===== src/rtl/axil_arbiter_rd_if.sv =====
// axil_arbiter_rd_if: request, grant and gated AR/R handshake signals around the read arbiter.
interface axil_arbiter_rd_if #(parameter int NUMBER_MASTER = 2);
  logic [NUMBER_MASTER-1:0] m_axil_arvalid;
  logic [NUMBER_MASTER-1:0] grant_rd;
  logic                     busy;
  logic                     xbar_arvalid;
  logic                     xbar_arready;
  logic                     xbar_rvalid;
  logic                     xbar_rready;
  logic                     s_axil_arvalid;
  logic                     s_axil_arready;
  logic                     s_axil_rvalid;
  logic                     s_axil_rready;
  modport master (
    input  m_axil_arvalid, xbar_arvalid, xbar_rready, s_axil_arready, s_axil_rvalid,
    output grant_rd, busy, xbar_arready, xbar_rvalid, s_axil_arvalid, s_axil_rready
  );
  modport slave (
    output m_axil_arvalid, xbar_arvalid, xbar_rready, s_axil_arready, s_axil_rvalid,
    input  grant_rd, busy, xbar_arready, xbar_rvalid, s_axil_arvalid, s_axil_rready
  );
endinterface


===== src/rtl/axil_arbiter_rd.sv =====
// axil_arbiter_rd: round-robin read arbiter holding each grant for one full AR+R read.
module axil_arbiter_rd #(
  parameter int NUMBER_MASTER = 2
) (
  input logic              aclk,
  input logic              areset,
  axil_arbiter_rd_if.master bus
);
  localparam int N  = NUMBER_MASTER;
  localparam int IW = N > 1 ? $clog2(N) : 1;
  typedef enum logic [1:0] {IDLE, ADDR, DATA} state_t;
  state_t        state_q, state_d;
  logic [N-1:0]  grant_q, grant_d, onehot;
  logic [IW-1:0] ptr_q, ptr_d, gidx, nptr, base, sel;
  logic          req, ar_hs, r_hs;
  int            idx;
  assign req   = |bus.m_axil_arvalid;
  assign ar_hs = bus.xbar_arvalid & bus.s_axil_arready;
  assign r_hs  = bus.s_axil_rvalid & bus.xbar_rready;
  // On a completing read the scan already starts past the just-served master.
  always_comb begin
    gidx = '0;
    idx  = 0;
    for (int i = 0; i < N; i++) if (grant_q[i]) gidx = IW'(i);
    nptr = (gidx == IW'(N - 1)) ? '0 : gidx + 1'b1;
    base = (state_q == DATA) ? nptr : ptr_q;
    sel  = base;
    for (int k = N - 1; k >= 0; k--) begin
      idx = (int'(base) + k) % N;
      if (bus.m_axil_arvalid[idx[IW-1:0]]) sel = idx[IW-1:0];
    end
    onehot = req ? (N'(1) << sel) : '0;
  end
  always_comb begin
    state_d = state_q;
    grant_d = grant_q;
    ptr_d   = ptr_q;
    case (state_q)
      IDLE: begin
        state_d = req ? ADDR : IDLE;
        grant_d = onehot;
      end
      ADDR: state_d = ar_hs ? DATA : ADDR;
      DATA: if (r_hs) begin
        ptr_d   = nptr;
        grant_d = onehot;
        state_d = req ? ADDR : IDLE;
      end
      default: begin
        state_d = IDLE;
        grant_d = '0;
      end
    endcase
  end
  always_ff @(posedge aclk or posedge areset)
    if (areset) begin
      state_q <= IDLE;
      grant_q <= '0;
      ptr_q   <= '0;
    end else begin
      state_q <= state_d;
      grant_q <= grant_d;
      ptr_q   <= ptr_d;
    end
  assign bus.grant_rd       = grant_q;
  assign bus.busy           = state_q != IDLE;
  assign bus.s_axil_arvalid = (state_q == ADDR) & bus.xbar_arvalid;
  assign bus.xbar_arready   = (state_q == ADDR) & bus.s_axil_arready;
  assign bus.xbar_rvalid    = (state_q == DATA) & bus.s_axil_rvalid;
  assign bus.s_axil_rready  = (state_q == DATA) & bus.xbar_rready;
endmodule

===== src/flat_wrapper.sv =====
// flat-port wrapper written by rule: the top's interface ports become plain ports
module axil_arbiter_rd_flat 
#(
  parameter int NUMBER_MASTER = 2
)
  (aclk, areset, bus_m_axil_arvalid, bus_xbar_arvalid, bus_xbar_rready, bus_s_axil_arready, bus_s_axil_rvalid, bus_grant_rd, bus_busy, bus_xbar_arready, bus_xbar_rvalid, bus_s_axil_arvalid, bus_s_axil_rready);
  axil_arbiter_rd_if #(.NUMBER_MASTER(NUMBER_MASTER)) bus_i ();
  input logic aclk;
  input logic areset;
  input wire logic [$bits(bus_i.m_axil_arvalid)-1:0] bus_m_axil_arvalid;
  input wire logic [$bits(bus_i.xbar_arvalid)-1:0] bus_xbar_arvalid;
  input wire logic [$bits(bus_i.xbar_rready)-1:0] bus_xbar_rready;
  input wire logic [$bits(bus_i.s_axil_arready)-1:0] bus_s_axil_arready;
  input wire logic [$bits(bus_i.s_axil_rvalid)-1:0] bus_s_axil_rvalid;
  output wire logic [$bits(bus_i.grant_rd)-1:0] bus_grant_rd;
  output wire logic [$bits(bus_i.busy)-1:0] bus_busy;
  output wire logic [$bits(bus_i.xbar_arready)-1:0] bus_xbar_arready;
  output wire logic [$bits(bus_i.xbar_rvalid)-1:0] bus_xbar_rvalid;
  output wire logic [$bits(bus_i.s_axil_arvalid)-1:0] bus_s_axil_arvalid;
  output wire logic [$bits(bus_i.s_axil_rready)-1:0] bus_s_axil_rready;
  assign bus_i.m_axil_arvalid = bus_m_axil_arvalid;
  assign bus_i.xbar_arvalid = bus_xbar_arvalid;
  assign bus_i.xbar_rready = bus_xbar_rready;
  assign bus_i.s_axil_arready = bus_s_axil_arready;
  assign bus_i.s_axil_rvalid = bus_s_axil_rvalid;
  assign bus_grant_rd = bus_i.grant_rd;
  assign bus_busy = bus_i.busy;
  assign bus_xbar_arready = bus_i.xbar_arready;
  assign bus_xbar_rvalid = bus_i.xbar_rvalid;
  assign bus_s_axil_arvalid = bus_i.s_axil_arvalid;
  assign bus_s_axil_rready = bus_i.s_axil_rready;
  axil_arbiter_rd #(.NUMBER_MASTER(NUMBER_MASTER)) u_core (.aclk(aclk), .areset(areset), .bus(bus_i));
endmodule

===== config.mk =====
export PLATFORM = sky130hd
export DESIGN_NAME = axil_arbiter_rd_flat
export DESIGN_NICKNAME = d
export VERILOG_FILES = /design/src/rtl/axil_arbiter_rd_if.sv /design/src/rtl/axil_arbiter_rd.sv /design/src/flat_wrapper.sv
export SDC_FILE = /design/constraint.sdc
export NUM_CORES = 1
export LEC_CHECK = 0
export CAP_MARGIN = 20
export CELL_PAD_IN_SITES_DETAIL_PLACEMENT = 2
export CELL_PAD_IN_SITES_GLOBAL_PLACEMENT = 2
export CORE_MARGIN = 3
export CORE_UTILIZATION = 19
export DETAILED_ROUTE_END_ITERATION = 6
export PLACE_DENSITY = 0.78
export SYNTH_ARGS = -nofsm -noshare
export SYNTH_HDL_FRONTEND = slang
export SYNTH_SLANG_ARGS = --single-unit

===== constraint.sdc =====
create_clock -name aclk -period 1.3 [get_ports aclk]
set_input_delay 0.325 -clock aclk [delete_from_list [all_inputs] [get_ports aclk]]
set_output_delay 0.325 -clock aclk [all_outputs]
set_load 0.005 [all_outputs]

==> impl_metrics.tcl, run 1 <==
set metrics [dict create \
    cts.root.buffer_cell "sky130_fd_sc_hd__clkbuf_4" \
    boundaryPins 15 \
    synthArstFlopShare_pct 100.0 \
    worst_skew_pair.late_latency_ps 260 \
    synth_compound_gate_area_share_pct 26.12 \
    critical_path.endpoint_type "primary output" \
    outcome "finished, violations left" \
    hold_path.class "in2async" \
    max-slew-margin-rel_pct 80.77 \
    first_global_vias 491 \
    pwr_density_cell_nw_per_um2 2087 \
    drv_cap 0 \
    grt_setup_unrepaired "yes" \
    setup-tns-final_ps -1424 \
    post-route-drc-count 0 \
    synthDominantCellAreaShare_pct 40.82 \
    drt-wirelength-per-cell_um 21.00 \
    ctsHoldBuffers 0 \
    cts_inserted_buffers 3 \
    synth.mux.area_fraction_pct 0 \
    number_of_antenna_violations_at_the_first_check_in_global_routing 0 \
    power.ir.vdd_worst_uv 733.9 \
    clock_skew_ps 2.150 \
    syn_inst 37 \
    crit_required_ps 980 \
    synth_top_cell_by_area "sky130_fd_sc_hd__dfrtp_1" \
    final.period_utilization_pct 116.6 \
    clk_pin_slew_ps 60 \
    die-width_um 46.17 \
    grt.overflow.total 0 \
    post-route-min-period_ps 1516 \
    max_fanout_on_critical_path 3 \
    final-max-slew-violation-count 0 \
    drt_pass1_iterations 4 \
    post_synth_instance_area_sq_um 306.5 \
    synth_warnings 0 \
    timing.rr.end "u_core.state_q[1]" \
    area_share_of_xor_xnor_cells_in_the_synthesized_design_pct 0 \
    adder_cell_area_share_of_the_yosys_netlist_pct 0 \
    synthFlopType "sky130_fd_sc_hd__dfrtp_1" \
    final_hold_viol_count 0 \
    area_occupied_by_multi_input_gates_sq_um 262.8 \
    worst_pin_slew_ps 285.5 \
    fraction_of_layout_cells_with_a_size_suffix_above_1_pct 64.47 \
    final-setup-viol-count 10 \
    finalWeightedCongestion 0.7354 \
    post-layout-total-power_uw 1611 \
    vias 438 \
    cp-endpoint "bus_xbar_arready" \
    worstSetupStartpointType "register" \
    rr_worst_depth 7 \
    io_buffer_count 14 \
    synth_sequential_area_ratio_pct 40.82 \
    clock_sink_count 5 \
    yosys-top-cells-area "sky130_fd_sc_hd__dfrtp_1 (41%), sky130_fd_sc_hd__o21ai_0 (8.2%), sky130_fd_sc_hd__nand2_1 (4.9%)" \
    ys_types 21 \
    leakage_power_uw 0.0003768 \
    yosys.area_share.simple_pct 26.94 \
    drt_iter0_markers 2 \
    die_area_sq_um 2131 \
    main_combinational_cell_family_by_area_after_synthesis "simple AND/OR/NAND/NOR gates" \
    area_growth_pct 151.8 \
    fmaxAchievable_mhz 659.5 \
    rr_startpoint "u_core.state_q[0]" \
    seqCellArea_sq_um 126.4 \
    avgViaCountPerCell 4.813 \
    worst_setup_path_startpoint "u_core.state_q[1]" \
    synth_enable_flop_cells 0 \
    maximum_number_of_pins_on_one_net_before_global_route_repair 6 \
    syn_avg_cell_area_sq_um 8.285 \
    critPathKind "reg2out" \
    htree_num_levels 1 \
    antenna_cells 0 \
    postSynthNetCount 45 \
    layout.filler_cells 142 \
    nets 85 \
    postSynthRegisterBits 5 \
    failed_checks "setup timing" \
    global_route.usage.total_pct 18.35 \
    initial_utilization_pct 21.91 \
    std_cell_core_area_sq_um 1399 \
    tritoncts "built" \
    post_route_ant_nets 0 \
    number_of_placement_rows 13 \
    wire_length_of_the_first_global_routing_pass_um 2539 \
    half_perimeter_wire_length_after_placement_um 905.8 \
    max-clock-path-buffers 2 \
    die-height_um 46.17 \
    route.final.wire_length_um 1911 \
    timing.critical_path.arrival_ps 1190 \
    final.setup.worst_slack_ps -216.4 \
    ff2ff_setup_slack_ps -100 \
    netlist_top_cells_count "sky130_fd_sc_hd__dfrtp_1 (5), sky130_fd_sc_hd__o21ai_0 (5), sky130_fd_sc_hd__nand2_1 (4)" \
]
-- metrics by stage --
stage	utilization, %	setup slack (ps)	instance area (sq um)	hold slack [ps]	instances
after floorplan	-	111.4	306.5	103.5	37
after global placement	39.18	-456.2	548.0	536.7	77
after detailed placement	39.18	-485.4	548.0	535.9	77
after CTS	46.24	-190.3	646.9	290.0	87
after global routing	55.19	-256.9	772.0	310.6	91
final	55.19	-216.4	772.0	294.6	91
-- repair_timing --
| item | CTS | global route |
|---|---|---|
| buffers inserted | 7 | 4 |
| pin swaps | 3 | 9 |
| cloned | 0 | 0 |
| resized for setup | 37 | 25 |
| setup endpoints to repair | 10 | 10 |
-- worst min path at each step --
stage / cells past startpoint / from / endpoint / slack, ps
global placement: 2 / areset / u_core.bus.grant_rd[1] / 540
finish: 2 / areset / u_core.bus.grant_rd[1] / 290
global route: 2 / areset / u_core.bus.grant_rd[1] / 310
floorplan: 1 / areset / u_core.bus.grant_rd[0] / 100
CTS: 2 / areset / u_core.state_q[0] / 290
detailed placement: 2 / u_core.bus.grant_rd[0] / u_core.bus.grant_rd[0] / 540
-- where the power goes --
part	internal [uW]	switching [uW]	leakage (uW)
registers	225	73.2	0.0000611
clock network	118	90.5	0.0000150
logic	668	436	0.000301
-- cell families (layout without fill, tap and decap cells) --
logic type / count (synthesis) / after routing
AOI/OAI and AO/OA: 13 / 13
and+or+nand+nor: 15 / 15
buffers and inverters: 4 / 43
DFF: 5 / 5
-- cell usage in the layout (no fill, tap or decap), types with 2 or more instances in the layout --
master / count
sky130_fd_sc_hd__buf_4: 14
sky130_fd_sc_hd__o21ai_1: 2
sky130_fd_sc_hd__or2_4: 2
sky130_fd_sc_hd__buf_2: 2
sky130_fd_sc_hd__buf_6: 11
sky130_fd_sc_hd__nand2b_4: 2
sky130_fd_sc_hd__dfrtp_1: 4
sky130_fd_sc_hd__clkdlybuf4s50_1: 7
sky130_fd_sc_hd__nand2_2: 2
sky130_fd_sc_hd__nand2_1: 2
sky130_fd_sc_hd__clkbuf_4: 3
sky130_fd_sc_hd__o21ai_2: 2
sky130_fd_sc_hd__dlygate4sd2_1: 2
sky130_fd_sc_hd__inv_1: 3
sky130_fd_sc_hd__and2_4: 2
-- layer usage --
layer	track usage [%]	vias to the layer above	routed length, um
met1	21.02	215	798
li1	-	208	-
met3	1.563	0	49
met4	11.93	0	0
met2	31.87	15	1064
met5	0	-	0
-- critical path: stages, from the launching register on --
cell                      delay (ps)
sky130_fd_sc_hd__dfrtp_2         440
sky130_fd_sc_hd__buf_6           130
sky130_fd_sc_hd__nor2b_4         130
sky130_fd_sc_hd__and2_4          160
sky130_fd_sc_hd__buf_6            90
-- state kept, by name, indices dropped and copies added, names as in the netlist --
| name | count |
|---|---|
| u_core.bus.grant_rd | 2 |
| u_core.state_q | 2 |
| u_core.ptr_q | 1 |
-- layout make-up --
| class | instances | share of cell area (%) |
|---|---|---|
| Multi-Input combinational cell | 28 | 34.04 |
| Tap cell | 15 | 2.431 |
| Inverter | 3 | 1.459 |
| Clock buffer | 4 | 3.404 |
| Timing Repair Buffer | 36 | 42.30 |
| Sequential cell | 5 | 16.37 |
No activity file was read; power rests on OpenSTA's default activity.
==> inputs of run 2 (changes only) <==
Settings changed: PLACE_DENSITY 0.78 to 0.82.
==> impl_metrics.tcl, run 2 (synthesis results as in run 1) <==
set metrics [dict create \
    cellInternalPower_uw 838.0 \
    max_fanout_on_critical_path 4 \
    clock_share_of_power_pct 14.9 \
    pwr_density_cell_nw_per_um2 1973 \
    outcome "finished, violations left" \
    post-route-min-period_ps 1487 \
    nets 78 \
    drt-wirelength-per-cell_um 16.02 \
    grt_setup_unrepaired "yes" \
    wire_length_of_the_first_global_routing_pass_um 2132 \
    max-clock-path-buffers 2 \
    fmaxAchievable_mhz 672.3 \
    cpMaxStageDelayCell "sky130_fd_sc_hd__dfrtp_1" \
    power.switching_fraction_pct 34.33 \
    final-setup-viol-count 7 \
    global_route.usage.total_pct 15.45 \
    final_hold_viol_count 0 \
    die-height_um 46.17 \
    worst_path_cell_trace "nor2b_4, buf_6, and2_4, buf_6" \
    max-slew-margin-rel_pct 82.17 \
    die-width_um 46.17 \
    mostFrequentLayoutCell "sky130_fd_sc_hd__buf_4" \
    cts.root.buffer_cell "sky130_fd_sc_hd__clkbuf_4" \
    antenna_cells 0 \
    critical-path-max-stage-delay_ps 410 \
    worst_pin_slew_ps 265.6 \
    timing.critical_path.arrival_ps 1160 \
    rr_startpoint "u_core.state_q[1]" \
    std_cell_core_area_sq_um 1399 \
    layout.filler_cells 161 \
    critPathKind "reg2out" \
    post-layout-total-power_uw 1276 \
    crit_required_ps 980 \
    vias 399 \
    avgViaCountPerCell 4.750 \
    area_occupied_by_multi_input_gates_sq_um 215.2 \
    drv_cap 0 \
    route.final.wire_length_um 1346 \
    hold_path.class "in2async" \
    power.ir.vdd_worst_uv 641.9 \
    postLayoutCellArea_sq_um 646.9 \
    critical_path.endpoint_type "primary output" \
    post_route_ant_nets 0 \
    post-route-drc-count 0 \
    htree_num_levels 1 \
    number_of_antenna_violations_at_the_first_check_in_global_routing 0 \
    grt.overflow.total 0 \
    cts_inserted_buffers 3 \
    mostFrequentLayoutCells "sky130_fd_sc_hd__buf_4 (12), sky130_fd_sc_hd__clkdlybuf4s50_1 (7), sky130_fd_sc_hd__buf_6 (5), sky130_fd_sc_hd__o21ai_0 (4), sky130_fd_sc_hd__dfrtp_1 (4)" \
    io_buffer_count 14 \
    clock_sink_count 5 \
    final-max-slew-violation-count 0 \
    final.setup.worst_slack_ps -187.5 \
    half_perimeter_wire_length_after_placement_um 949.6 \
    clock_skew_ps 0.9351 \
    tritoncts "built" \
    boundaryPins 15 \
    seq_power_share_pct 22.3 \
    final.period_utilization_pct 114.4 \
    worst_setup_path_startpoint "u_core.state_q[0]" \
    critPathMostFrequentCell "sky130_fd_sc_hd__buf_6" \
    worst_skew_pair.late_latency_ps 250 \
    finalWeightedCongestion 0.7560 \
    fraction_of_layout_cells_with_a_size_suffix_above_1_pct 52.17 \
    area_growth_pct 111.0 \
    maximum_number_of_pins_on_one_net_before_global_route_repair 6 \
    first_global_vias 439 \
    die_area_sq_um 2131 \
    leakage_power_uw 0.0003194 \
    pwr-share-comb_pct 62.8 \
    power_switching_uw 438.1 \
    drt_iter0_markers 0 \
    worstSetupStartpointType "register" \
    failed_checks "setup timing" \
    seqCellArea_sq_um 126.4 \
    clk_pin_slew_ps 50 \
    initial_utilization_pct 21.91 \
    number_of_placement_rows 13 \
    drt_pass1_iterations 1 \
    placement.cell_area_sq_um 533.0 \
]
-- run 2: changes by cell type in the layout (fill, tap and decap cells not counted), sizes merged --
cell	change
buf	-7
-- run 2: path summary, 6_finish.rpt --
kind | cells after the start | slack (ps) | end
worst max-delay path | 4 | -190 | bus_s_axil_arvalid
worst min-delay path | 2 | 290 | u_core.bus.grant_rd[1]
worst max register to register | 6 | -120 | u_core.bus.grant_rd[0]
worst min register to register | 2 | 540 | u_core.ptr_q
max in group asynchronous | 2 | 790 | u_core.state_q[1]
min in group aclk | 2 | 540 | u_core.ptr_q
-- run 2: cell type report --
cell class | count | share of cell area (%)
well taps | 15 | 2.901
flip-flops and latches | 5 | 19.54
repair buffers | 29 | 38.49
multi-input cells | 28 | 33.27
inverters | 3 | 1.741
clock buffers | 4 | 4.062
-- run 2: repair_timing --
| item | in CTS | in global routing |
|---|---|---|
| setup endpoints to repair | 9 | 9 |
| pin swaps | 5 | 5 |
| buffers inserted | 5 | 1 |
| gates resized for setup | 39 | 7 |
| hold buffers | 0 | 0 |
-- run 2: metrics by stage --
stage	TNS [ps]	setup WS (ps)	utilization, %	std cells	hold WS, ps
final	-736.0	-187.5	46.24	84	293.9
after global routing	-1095	-231.5	46.24	84	302.3
after CTS	-1089	-201.0	44.90	84	295.2
after detailed placement	-2897	-547.2	38.10	75	544.1
after global placement	-2389	-459.0	38.10	75	530.8
after floorplan	0	111.4	-	37	103.5
-- run 2: worst max-delay path, delay by kind of cell (launching register included) --
| family | cells | cell delay, ps |
|---|---|---|
| DFF | 1 | 410 |
| buffers and inverters | 2 | 220 |
| and+or+nand+nor | 2 | 300 |
-- run 2: layer usage --
layer | up-vias | share of wire [%] | global-route usage, %
li1 | 190 | - | -
met2 | 14 | 53 | 27.75
met4 | 0 | 1.4 | 8.523
met1 | 193 | 40 | 15.55
met5 | - | 0 | 0
met3 | 2 | 5.7 | 4.688
-- run 2: power by group through the flow --
stage | combinational, uW | clock (uW) | sequential, uW
2_1_floorplan | 225 | 0 | 275
3_3_place_gp | 545 | 0 | 269
3_5_place_dp | 568 | 0 | 273
4_1_cts | 767 | 200 | 283
5_1_grt | 866 | 213 | 296
6_report | 801 | 190 | 285
==> inputs of run 3 (changes only) <==
Clock period 1.3 ns to 1.7 ns, I/O delays scaled along.
==> impl_metrics.tcl, run 3 (synthesis results as in run 1) <==
set metrics [dict create \
    rr_worst_depth 7 \
    final_hold_viol_count 0 \
    die_area_sq_um 2131 \
    post-layout-total-power_uw 799.5 \
    wire_length_of_the_first_global_routing_pass_um 1738 \
    cts_inserted_buffers 3 \
    finalWeightedCongestion 0.7644 \
    cpMaxStageDelayCell "sky130_fd_sc_hd__clkdlybuf4s50_1" \
    drt_iter0_markers 2 \
    setup-tns-final_ps 0 \
    crit_cells 1 \
    io_buffer_count 14 \
    initial_utilization_pct 21.91 \
    ctsHoldBuffers 0 \
    max_fanout_on_critical_path 4 \
    drt-wirelength-per-cell_um 14.33 \
    grt.overflow.total 0 \
    clock_sink_count 5 \
    seqCellArea_sq_um 125.1 \
    die-width_um 46.17 \
    antenna_cells 0 \
    area_growth_pct 80.41 \
    number_of_placement_rows 13 \
    clock_skew_ps 5.760 \
    first_global_vias 376 \
    drv_cap 0 \
    nets 73 \
    crit_required_ps 1270 \
    vias 361 \
    worst_pin_slew_ps 269.2 \
    final-max-slew-violation-count 0 \
    timing.critical_path.arrival_ps 1190 \
    cts.root.buffer_cell "sky130_fd_sc_hd__clkbuf_4" \
    tritoncts "built" \
    worst_path_cell_trace "clkdlybuf4s50_1" \
    die-height_um 46.17 \
    max-slew-margin-rel_pct 82.06 \
    critical_path.top_delay_family "buffers and inverters" \
    final.period_utilization_pct 94.97 \
    boundaryPins 15 \
    outcome "completed" \
    final.setup.worst_slack_ps 85.51 \
    mostFrequentLayoutCells "sky130_fd_sc_hd__clkdlybuf4s50_1 (9), sky130_fd_sc_hd__buf_4 (9), sky130_fd_sc_hd__o21ai_0 (5), sky130_fd_sc_hd__clkbuf_2 (5), sky130_fd_sc_hd__dfrtp_1 (5)" \
    layout.filler_cells 165 \
    global_route.usage.total_pct 12.84 \
    critPathKind "reg2out" \
    leakage_power_uw 0.0002785 \
    final-setup-viol-count 0 \
    critical-path-max-stage-delay_ps 530 \
    std_cell_core_area_sq_um 1399 \
    post-route-drc-count 0 \
    ff2ff_setup_slack_ps 230 \
    critPathBufInv 1 \
    hold_path.class "in2async" \
    pre_cts_ws_ps -293.1 \
    critical_path.endpoint_type "primary output" \
    avgViaCountPerCell 4.570 \
    area_occupied_by_multi_input_gates_sq_um 177.7 \
    half_perimeter_wire_length_after_placement_um 871.3 \
    route.final.wire_length_um 1132 \
    fraction_of_layout_cells_with_a_size_suffix_above_1_pct 34.38 \
    placement.cell_area_sq_um 518.0 \
    power.ir.vdd_worst_uv 508.4 \
    htree_num_levels 1 \
    post_route_ant_nets 0 \
    postLayoutCellArea_sq_um 553.0 \
    maximum_number_of_pins_on_one_net_before_global_route_repair 6 \
    clk_pin_slew_ps 50 \
    worst_skew_pair.late_latency_ps 250 \
    fmaxAchievable_mhz 619.4 \
    drt_pass1_iterations 4 \
    max-clock-path-buffers 2 \
    post-route-min-period_ps 1614 \
    grt_setup_unrepaired "no" \
    number_of_antenna_violations_at_the_first_check_in_global_routing 0 \
    worstSetupStartpointType "register" \
    pwr_density_cell_nw_per_um2 1446 \
]
## run 3: cell count changes in the layout (fill, tap and decap cells not counted), moves of 2 or more
cell,before,now
sky130_fd_sc_hd__buf_6,5,1
sky130_fd_sc_hd__nand2_1,2,4
sky130_fd_sc_hd__buf_4,12,9
sky130_fd_sc_hd__nand2_2,2,0
sky130_fd_sc_hd__clkbuf_2,0,5
sky130_fd_sc_hd__buf_2,3,0
sky130_fd_sc_hd__dlygate4sd2_1,2,0
sky130_fd_sc_hd__clkdlybuf4s50_1,7,9
sky130_fd_sc_hd__nor2_1,0,2
## run 3: worst paths after layout
kind | end | from
setup / recovery | bus_grant_rd[1] | u_core.bus.grant_rd[1]
hold / removal | u_core.bus.grant_rd[1] | areset
setup reg to reg | u_core.bus.grant_rd[0] | u_core.state_q[1]
hold reg to reg | u_core.ptr_q | u_core.ptr_q
max in group asynchronous | u_core.ptr_q | areset
min in group aclk | u_core.ptr_q | u_core.ptr_q
## run 3: per-stage QoR
stage | utilization (%) | cells | hold WS (ps)
floorplan | - | 37 | 203.5
global placement | 37.03 | 73 | 513.9
detailed placement | 37.03 | 73 | 545.1
CTS | 39.27 | 78 | 400.8
global route | 39.53 | 79 | 403.0
finish | 39.53 | 79 | 389.1
## run 3: what timing repair did
item / 4_1_cts / 5_1_grt
setup buffers: 1 / 1
resized for setup: 7 / 13
setup endpoints to repair: 5 / 4
cloned: 0 / 0
## run 3: layout make-up
cell class / instances / area share, %
Sequential cell: 5 / 22.62
Clock buffer: 4 / 4.751
Multi-Input combinational cell: 28 / 32.13
Inverter: 3 / 2.036
Tap cell: 15 / 3.394
Timing Repair Buffer: 24 / 35.07
## run 3: power breakdown
group	internal, uW	switching (uW)
registers	171	42.5
logic	266	176
clock network	89.2	54.8
total	527	273
## run 3: metal layers
metal / track usage, % / wire length (um)
met5: 0 / 0
met4: 6.818 / 22
met3: 5.859 / 69
met2: 20.33 / 562
met1: 14.15 / 478
